`config.mk`:
```
export PLATFORM = sky130hd
export DESIGN_NAME = bcd2bin_seq
export DESIGN_NICKNAME = d
export VERILOG_FILES = /design/src/rtl/bcd_pkg.sv /design/src/rtl/bcd_digit_adj.sv /design/src/rtl/bcd2bin_seq.sv
export SDC_FILE = /design/constraint.sdc
export NUM_CORES = 1
export LEC_CHECK = 0
export ABC_CLOCK_PERIOD_IN_PS = 8500
export BUFFER_PORTS_ARGS = -buffer_cell sky130_fd_sc_hd__buf_4
export CAP_MARGIN = 5
export CORE_ASPECT_RATIO = 0.7
export CORE_UTILIZATION = 60
export CTS_CLUSTER_SIZE = 40
export DETAILED_ROUTE_END_ITERATION = 16
export GPL_ROUTABILITY_DRIVEN = 0
export HOLD_SLACK_MARGIN = 0.06
export PLACE_DENSITY_LB_ADDON = 0.12
export SLEW_MARGIN = 25
export SYNTH_ARGS = -nofsm -noshare
export SYNTH_HDL_FRONTEND = slang
export SYNTH_SLANG_ARGS = --single-unit
```
`constraint.sdc`:
```
create_clock -name clk -period 8.5 [get_ports clk]
set_clock_uncertainty 0.1 [all_clocks]
set_input_delay 1.275 -clock clk [delete_from_list [all_inputs] [get_ports clk]]
set_output_delay 1.275 -clock clk [all_outputs]
set_load 0.005 [all_outputs]
```
`src/rtl/bcd_pkg.sv`:
```
// Shared types and helpers for the sequential packed-BCD to binary converter.
package bcd_pkg;

  typedef enum logic [1:0] {
    IDLE  = 2'd0,
    SHIFT = 2'd1,
    DONE  = 2'd2
  } b2b_state_t;

  localparam int BCD_DIGIT_W = 4;

  function automatic logic bcd_nibble_ok(input logic [BCD_DIGIT_W-1:0] nib);
    return (nib <= BCD_DIGIT_W'(9));
  endfunction

endpackage

```
`src/rtl/bcd_digit_adj.sv`:
```
// Per-digit correction for reverse double-dabble: a digit that picked up a
// carried-in 8 from its upper neighbour must only gain 5, so subtract 3.
module bcd_digit_adj
  import bcd_pkg::*;
(
  input  logic [BCD_DIGIT_W-1:0] digit_i,
  output logic [BCD_DIGIT_W-1:0] digit_o
);

  assign digit_o = (digit_i >= BCD_DIGIT_W'(8)) ? (digit_i - BCD_DIGIT_W'(3)) : digit_i;

endmodule

```
`src/rtl/bcd2bin_seq.sv`:
```
// Packed-BCD to binary converter, one right shift per clock with a
// start/busy/done handshake.
module bcd2bin_seq
  import bcd_pkg::*;
#(
  parameter int DIGITS = 8,
  parameter int BIN_W  = 27
) (
  input  logic                          clk,
  input  logic                          rst,
  input  logic                          start,
  input  logic [BCD_DIGIT_W*DIGITS-1:0] bcd_in,
  output logic                          busy,
  output logic                          done,
  output logic [BIN_W-1:0]              bin_out,
  output logic                          err
);

  localparam int W     = BCD_DIGIT_W * DIGITS;
  localparam int CNT_W = $clog2(W);
  localparam logic [CNT_W-1:0] CNT_LOAD = CNT_W'(W - 1);

  localparam logic [64:0] MAX_DEC   = {1'b0, (64'd10 ** DIGITS) - 64'd1};
  localparam logic [64:0] BIN_RANGE = 65'd1 << BIN_W;

  generate
    if (DIGITS < 1 || DIGITS > 8 || BIN_W > W || BIN_RANGE <= MAX_DEC) begin : g_param_err
      $error("bcd2bin_seq: DIGITS must be 1..8 and BIN_W must hold 10**DIGITS-1 within 4*DIGITS bits");
    end
  endgenerate

  b2b_state_t       state_q, state_d;
  logic             busy_q, busy_d;
  logic             done_q, done_d;
  logic [W-1:0]     bcd_q, bin_q;
  logic [W-1:0]     bcd_sh, bin_sh, bcd_adj;
  logic [CNT_W-1:0] cnt_q;
  logic [BIN_W-1:0] bin_out_q;
  logic             err_q;
  logic             accept;
  logic             bad_digit;
  logic             last_shift;

  always_comb begin
    bad_digit = 1'b0;
    for (int i = 0; i < DIGITS; i++) begin
      if (!bcd_nibble_ok(bcd_in[i*BCD_DIGIT_W +: BCD_DIGIT_W])) bad_digit = 1'b1;
    end
  end

  assign accept     = (state_q == IDLE) && start;
  assign last_shift = (state_q == SHIFT) && (cnt_q == '0);

  // BCD LSB falls into the BIN MSB; the digits are corrected after the shift.
  assign {bcd_sh, bin_sh} = {bcd_q, bin_q} >> 1;

  for (genvar g = 0; g < DIGITS; g++) begin : g_adj
    bcd_digit_adj u_adj (
      .digit_i (bcd_sh [g*BCD_DIGIT_W +: BCD_DIGIT_W]),
      .digit_o (bcd_adj[g*BCD_DIGIT_W +: BCD_DIGIT_W])
    );
  end

  // NOTE: sequential state uses non-blocking (<=) so every register samples pre-edge values.
  always_ff @(posedge clk or posedge rst) begin
    if (rst) begin
      state_q <= IDLE;
      busy_q  <= 1'b0;
      done_q  <= 1'b0;
    end else begin
      state_q <= state_d;
      busy_q  <= busy_d;
      done_q  <= done_d;
    end
  end

  // NOTE: defaults first in combinational blocks, so no path leaves a signal unassigned (no latch).
  always_comb begin
    state_d = state_q;
    unique case (state_q)
      IDLE:    if (start) state_d = bad_digit ? DONE : SHIFT;
      SHIFT:   if (cnt_q == '0) state_d = DONE;
      DONE:    state_d = IDLE;
      default: state_d = IDLE;
    endcase
  end

  always_comb begin
    busy_d = (state_d == SHIFT);
    done_d = (state_d == DONE);
  end

  // NOTE: the shift registers are reset too; they are small and it keeps an aborted job from leaking X.
  always_ff @(posedge clk or posedge rst) begin
    if (rst) begin
      bcd_q     <= '0;
      bin_q     <= '0;
      cnt_q     <= '0;
      bin_out_q <= '0;
      err_q     <= 1'b0;
    end else if (accept) begin
      bcd_q <= bcd_in;
      bin_q <= '0;
      cnt_q <= CNT_LOAD;
      err_q <= bad_digit;
      if (bad_digit) bin_out_q <= '0;
    end else if (state_q == SHIFT) begin
      bcd_q <= bcd_adj;
      bin_q <= bin_sh;
      cnt_q <= cnt_q - CNT_W'(1);
      if (last_shift) bin_out_q <= bin_sh[BIN_W-1:0];
    end
  end

  assign busy    = busy_q;
  assign done    = done_q;
  assign bin_out = bin_out_q;
  assign err     = err_q;

endmodule

```
; ---- Yosys cells after proc, flatten, opt, wreduce, memory -nomap -nowiden
; Index checks and enable logic that the tools add are counted.
; Widths: inputs -> output; s select.
[op_classes]
addsub = 9
order_cmp = 16
eq_ne = 4
n_mux = 30
n_reduce_logical = 7
[op_table]
columns = op, n
row1 = $mux 32, 4
row2 = $mux 27, 4
row3 = $le 4x4->1 const B, 8
row4 = $mux 4, 8
row5 = $ge 4x4->1 const B, 7
row6 = $sub 4x2->4 const B, 7
row7 = $mux 5, 2
row8 = $mux 1, 8
row9 = $mux 2, 3
row10 = $logic_not 5->1, 1
row11 = $sub 5x1->5 const B, 1
row12 = $eq 2x1->1 const B, 2
row13 = $ge 3x4->1 const B, 1
row14 = $pmux 2 s2, 1
row15 = $reduce_bool 2->1, 2
row16 = $sub 3x2->4 const B, 1
row17 = $reduce_and 3->1, 1
row18 = $eq 2x2->1 const B, 1
row19 = $logic_and 1x1->1, 2
row20 = $logic_not 2->1, 1
row21 = $ne 2x1->1 const B, 1
[word_totals]
reg_bits = 101
wordCells = 74

; ---- Depth between registers and ports, before layout
[logic_depth]
word_depth = 13
mapped_depth = 8
ltp_nobuf = 6

; ---- Hierarchy
; A second synthesis with hierarchy kept.
[hier_totals]
hier_cells = 568
area_unflattened_um2 = 5041.1
[by_module_without_submodules]
columns = module, instances, cells_per_inst, area_per_inst_um2, seq_area_each_um2
row1 = bcd2bin_seq, 1, 480, 4430.5, 2502.4
row2 = bcd_digit_adj, 8, 11, 76.3, 0.0

; ---- Worst setup path before layout
; No wires, ideal clock.
[synth_timing]
path_type = input -> register
from = in start
to = reg bcd_q[12]
setup_ns = 0.126
t_arrival_ns = 2.169
required_time_ns = 8.274
path_slack_ns = 6.105
path_stages = 5
path_buffers = 2
cell_sequence = nor3b_2 -> buf_4 -> nor2_1 -> buf_2 -> a221o_1
[synth_between]
elab_chain_len = 2
elab_cells_between_ends = 3
cone_classes = 1 x mux / 2 x reduce/logical
[synth_lines]
columns = item, line_no
row1 = start: declaration, bcd2bin_seq.sv:11  ; input logic start,
row2 = $logic_and 1x1->1 *, bcd2bin_seq.sv:51  ; assign accept = (state_q == IDLE) && start;
row3 = $mux 32 or $reduce_bool 2->1 (tied branches), --
row4 = end signal: assignment, bcd2bin_seq.sv:102  ; bcd_q <= bcd_in;
row5 = end signal: assignment, bcd2bin_seq.sv:108  ; bcd_q <= bcd_adj;
row6 = end: declaration, bcd2bin_seq.sv:35  ; logic [W-1:0] bcd_q, bin_q;
; Every way passes the cells marked *; elsewhere a longest branch is shown, timed or not.
; A chain may end at the register's enable or synchronous reset.

; ---- Final worst setup path
[layout_timing]
from = in start
to = reg bin_out_q[9] (netlist: bin_out[9])
[layout_between]
elab_chain_len = 3
elab_cells_between_ends = 6
cone_classes = 1 x eq/ne / 1 x mux / 4 x reduce/logical
[layout_lines]
columns = item, line_no
row1 = $logic_and 1x1->1 *, bcd2bin_seq.sv:51
row2 = $ne 2x1->1 (no source line) or $reduce_bool 2->1 (tied branches), --
row3 = $reduce_and 3->1 (no source line), --
row4 = end signal: assignment, bcd2bin_seq.sv:111  ; if (last_shift) bin_out_q <= bin_sh[BIN_W-1:0];
row5 = end: declaration, bcd2bin_seq.sv:38  ; logic [BIN_W-1:0] bin_out_q;
; Marked as above.

==> flow_metrics.env <==
export IMPL_rows=26
export IMPL_crit_arrival_ps=3270
export IMPL_dr_pass1_iters=4
export IMPL_path_class="in2reg"
export IMPL_dieArea_um2=8126
export IMPL_yosys_warnings=0
export IMPL_ant_nets=0
export IMPL_drv_cap=0
export IMPL_drv_slew=0
export IMPL_finalSetupViolations=0
export IMPL_ioPinCount=65
export IMPL_fin_crit_ps=3169
export IMPL_finalCritPeriodShare=0.3729
export IMPL_holdPathEnd="bcd_q[30]"
export IMPL_use_met2=0.4337
export IMPL_grt_pass1_wl_um=16330
export IMPL_grt_use_total=0.2608
export IMPL_avgViaCountPerCell=5.555
export IMPL_cts_buffers=9
export IMPL_drtIter0Drc=243
export IMPL_clock_path_buffers=2
export IMPL_hold_viol_final=0
export IMPL_required_ps=8600
export IMPL_post_drt_wl_per_cell_um=15.15
export IMPL_cp_common_cell="buf_4"
export IMPL_cts_tree="done"
export IMPL_cp_max_fo=33
export IMPL_leakagePower_nw=2.498
export IMPL_drc=0
export IMPL_rr_worst_depth=4
export IMPL_die_h_um=75.72
export IMPL_hold_path_class="reg2reg"
export IMPL_clk_latency_ps=360
export IMPL_synthCells=495
export IMPL_irDropWorstVdd_mv=0.1068
export IMPL_final_core_util=0.7272
export IMPL_cts_root_buf="clkbuf_8"
export IMPL_yosysTopAreaCellShare=0.5372
export IMPL_htreeDepth=3
export IMPL_postRouteWirelength_um=9799
export IMPL_core_um2=7417
export IMPL_start_util=0.6280
export IMPL_ys_seq_area_frac=0.5372
export IMPL_path_cells="buf_4 -> nor3b_4 -> buf_4 -> o21a_1 -> a21oi_1"
export IMPL_rrSetupSlack_ps=5830
export IMPL_diodes=0
export IMPL_yosysTopAreaCell="dfrtp_1"
export IMPL_relSlewSlack=0.3378
export IMPL_grt_pass1_vias=3481
export IMPL_dr_total_vias=3594
export IMPL_grt_max_degree=73
export IMPL_synth_area_top_cells="dfrtp_1, nand2_1, o21ai_0, ha_1, a21oi_1"
export IMPL_cts_num_sinks=100
export IMPL_whs_path_depth=2
export IMPL_cp_end_kind="flip-flop"
export IMPL_drive_gt1_frac=0.1658
export IMPL_r2r_end="bin_out[9]"
export IMPL_use_met1=0.3516
export IMPL_avgSynthCellArea_um2=9.411
export IMPL_nNetsFinal=596
export IMPL_grt_busiest_layer="met2"
export IMPL_synth_seq_cells=100
export IMPL_power_density_nw_per_um2=187.6
export IMPL_ctsHoldBuffers=0
export IMPL_worstMarginPinSlew_ps=993.3
export IMPL_synth_net_count=546
export IMPL_fmax_mhz=315.5
export IMPL_rsz0062_at_grt="no"
export IMPL_synthToLayoutAreaGrowth_pct=15.79
export IMPL_postCtsSetupRepairBufs=0
export IMPL_worstReg2RegStart="state_q[1]"
export IMPL_outcome="completed"
export IMPL_cpMaxStageDelayCell="o21a_1"
export IMPL_grt_met3_usage=0.06159
export IMPL_dp_hpwl_um=6343
export IMPL_hold_start="bcd_q[30]"
export IMPL_fillers=561
export IMPL_place_port_buffers=64
export IMPL_synth_distinct_cells=30
export IMPL_fin_setup_tns_ps=0
export IMPL_cts_resized=0
export IMPL_max_stage_delay_ps=840
export IMPL_syn_area_um2=4658
export IMPL_die_x_um=107.3
export IMPL_start_kind="input port"
export IMPL_grt_overflow=0
export IMPL_clk_pin_slew_ps=90
export IMPL_antenna_found_initial=0
-- metal layers --
metal,vias up,wire (um)
met5,-,0
met4,0,80
met1,1749,4460
met3,10,450
met2,92,4808
li1,1743,-
-- power breakdown --
part           total [mW]  internal (mW)  switching [mW]
Clock               0.329          0.165           0.163
Combinational       0.140         0.0688          0.0707
Sequential          0.544          0.506          0.0381
-- cell type report --
type                    instances  area (um^2)  area share
inverters                      18        70.07     0.01299
multi-input cells             346         1934      0.3586
clock inverters                 6        87.58     0.01624
clock buffers                   9        123.9     0.02296
flip-flops and latches        100         2502      0.4639
repair buffers                 70        553.0      0.1025
well taps                      98        122.6     0.02273
-- cell families after synthesis --
group,Yosys count,synth area share
and+or+nand+nor,193,0.1797
AOI/OAI and AO/OA,114,0.1437
DFF,100,0.5372
buffers and inverters,49,0.05130
xor gates and xnor gates,16,0.03008
adders and majority gates,16,0.04298
muxes,7,0.01504
-- per-stage QoR --
step	cells	total power [mW]	instance area (um^2)	setup WS, ps	hold WS, ps
after CTS	646	1.015	5365	5334	402.8
final	647	1.012	5394	5331	401.2
after detailed placement	631	0.6909	5154	4958	383.7
after global routing	647	1.059	5394	5181	422.7
after global placement	630	0.6821	5139	4499	361.5
after floorplan	495	0.6451	4658	4506	346.8
-- cells in the final DEF, fill, tap and decap left out, types with 7 or more instances in the layout --
cell / n
a21oi_1: 30
a221o_1: 13
a22oi_1: 10
and2_1: 7
buf_4: 68
clkbuf_8: 9
dfrtp_1: 100
ha_1: 16
inv_1: 17
mux2i_1: 7
nand2_1: 133
nand3_1: 15
nor2_1: 17
nor2b_1: 7
o21ai_0: 57
xnor2_1: 15
-- cells in the mapped netlist, drive strengths merged --
master,n
nand2,133
dfrtp,100
o21ai,57
a21oi,30
buf,23
inv,18
nor2,17
ha,16
nand3,15
xnor2,15
a221o,13
a22oi,10
and2,8
clkbuf,8
nor2b,8
mux2i,7
nand2b,3
nand4,2
nor3,2
nor4b,2
o21bai,2
and3,1
nor3b,1
nor4,1
o21a,1
o22ai,1
xor2,1
-- how the worst max path moves through the flow --
stage	from	end	cells past startpoint
final	start	bin_out[9]	5
after global routing	start	bin_out[2]	5
after CTS	start	bin_out[9]	5
after detailed placement	start	bin_out[9]	5
after global placement	start	done	5
after floorplan	rst	bcd_q[0]	1
-- sequential cells by signal, summed over array words and instances (netlist names) --
signal   cells
err          1
cnt_q        5
bin_out     27
bin_q       31
busy         1
state_q      2
bcd_q       32
done         1
-- critical path, delay by kind of cell --
family | cells | cell delay (ps)
AND/OR/NAND/NOR | 1 | 510
buffers and inverters | 2 | 510
AO/OA/AOI/OAI | 2 | 950
Note: power is estimated with default switching activity, not from simulation.
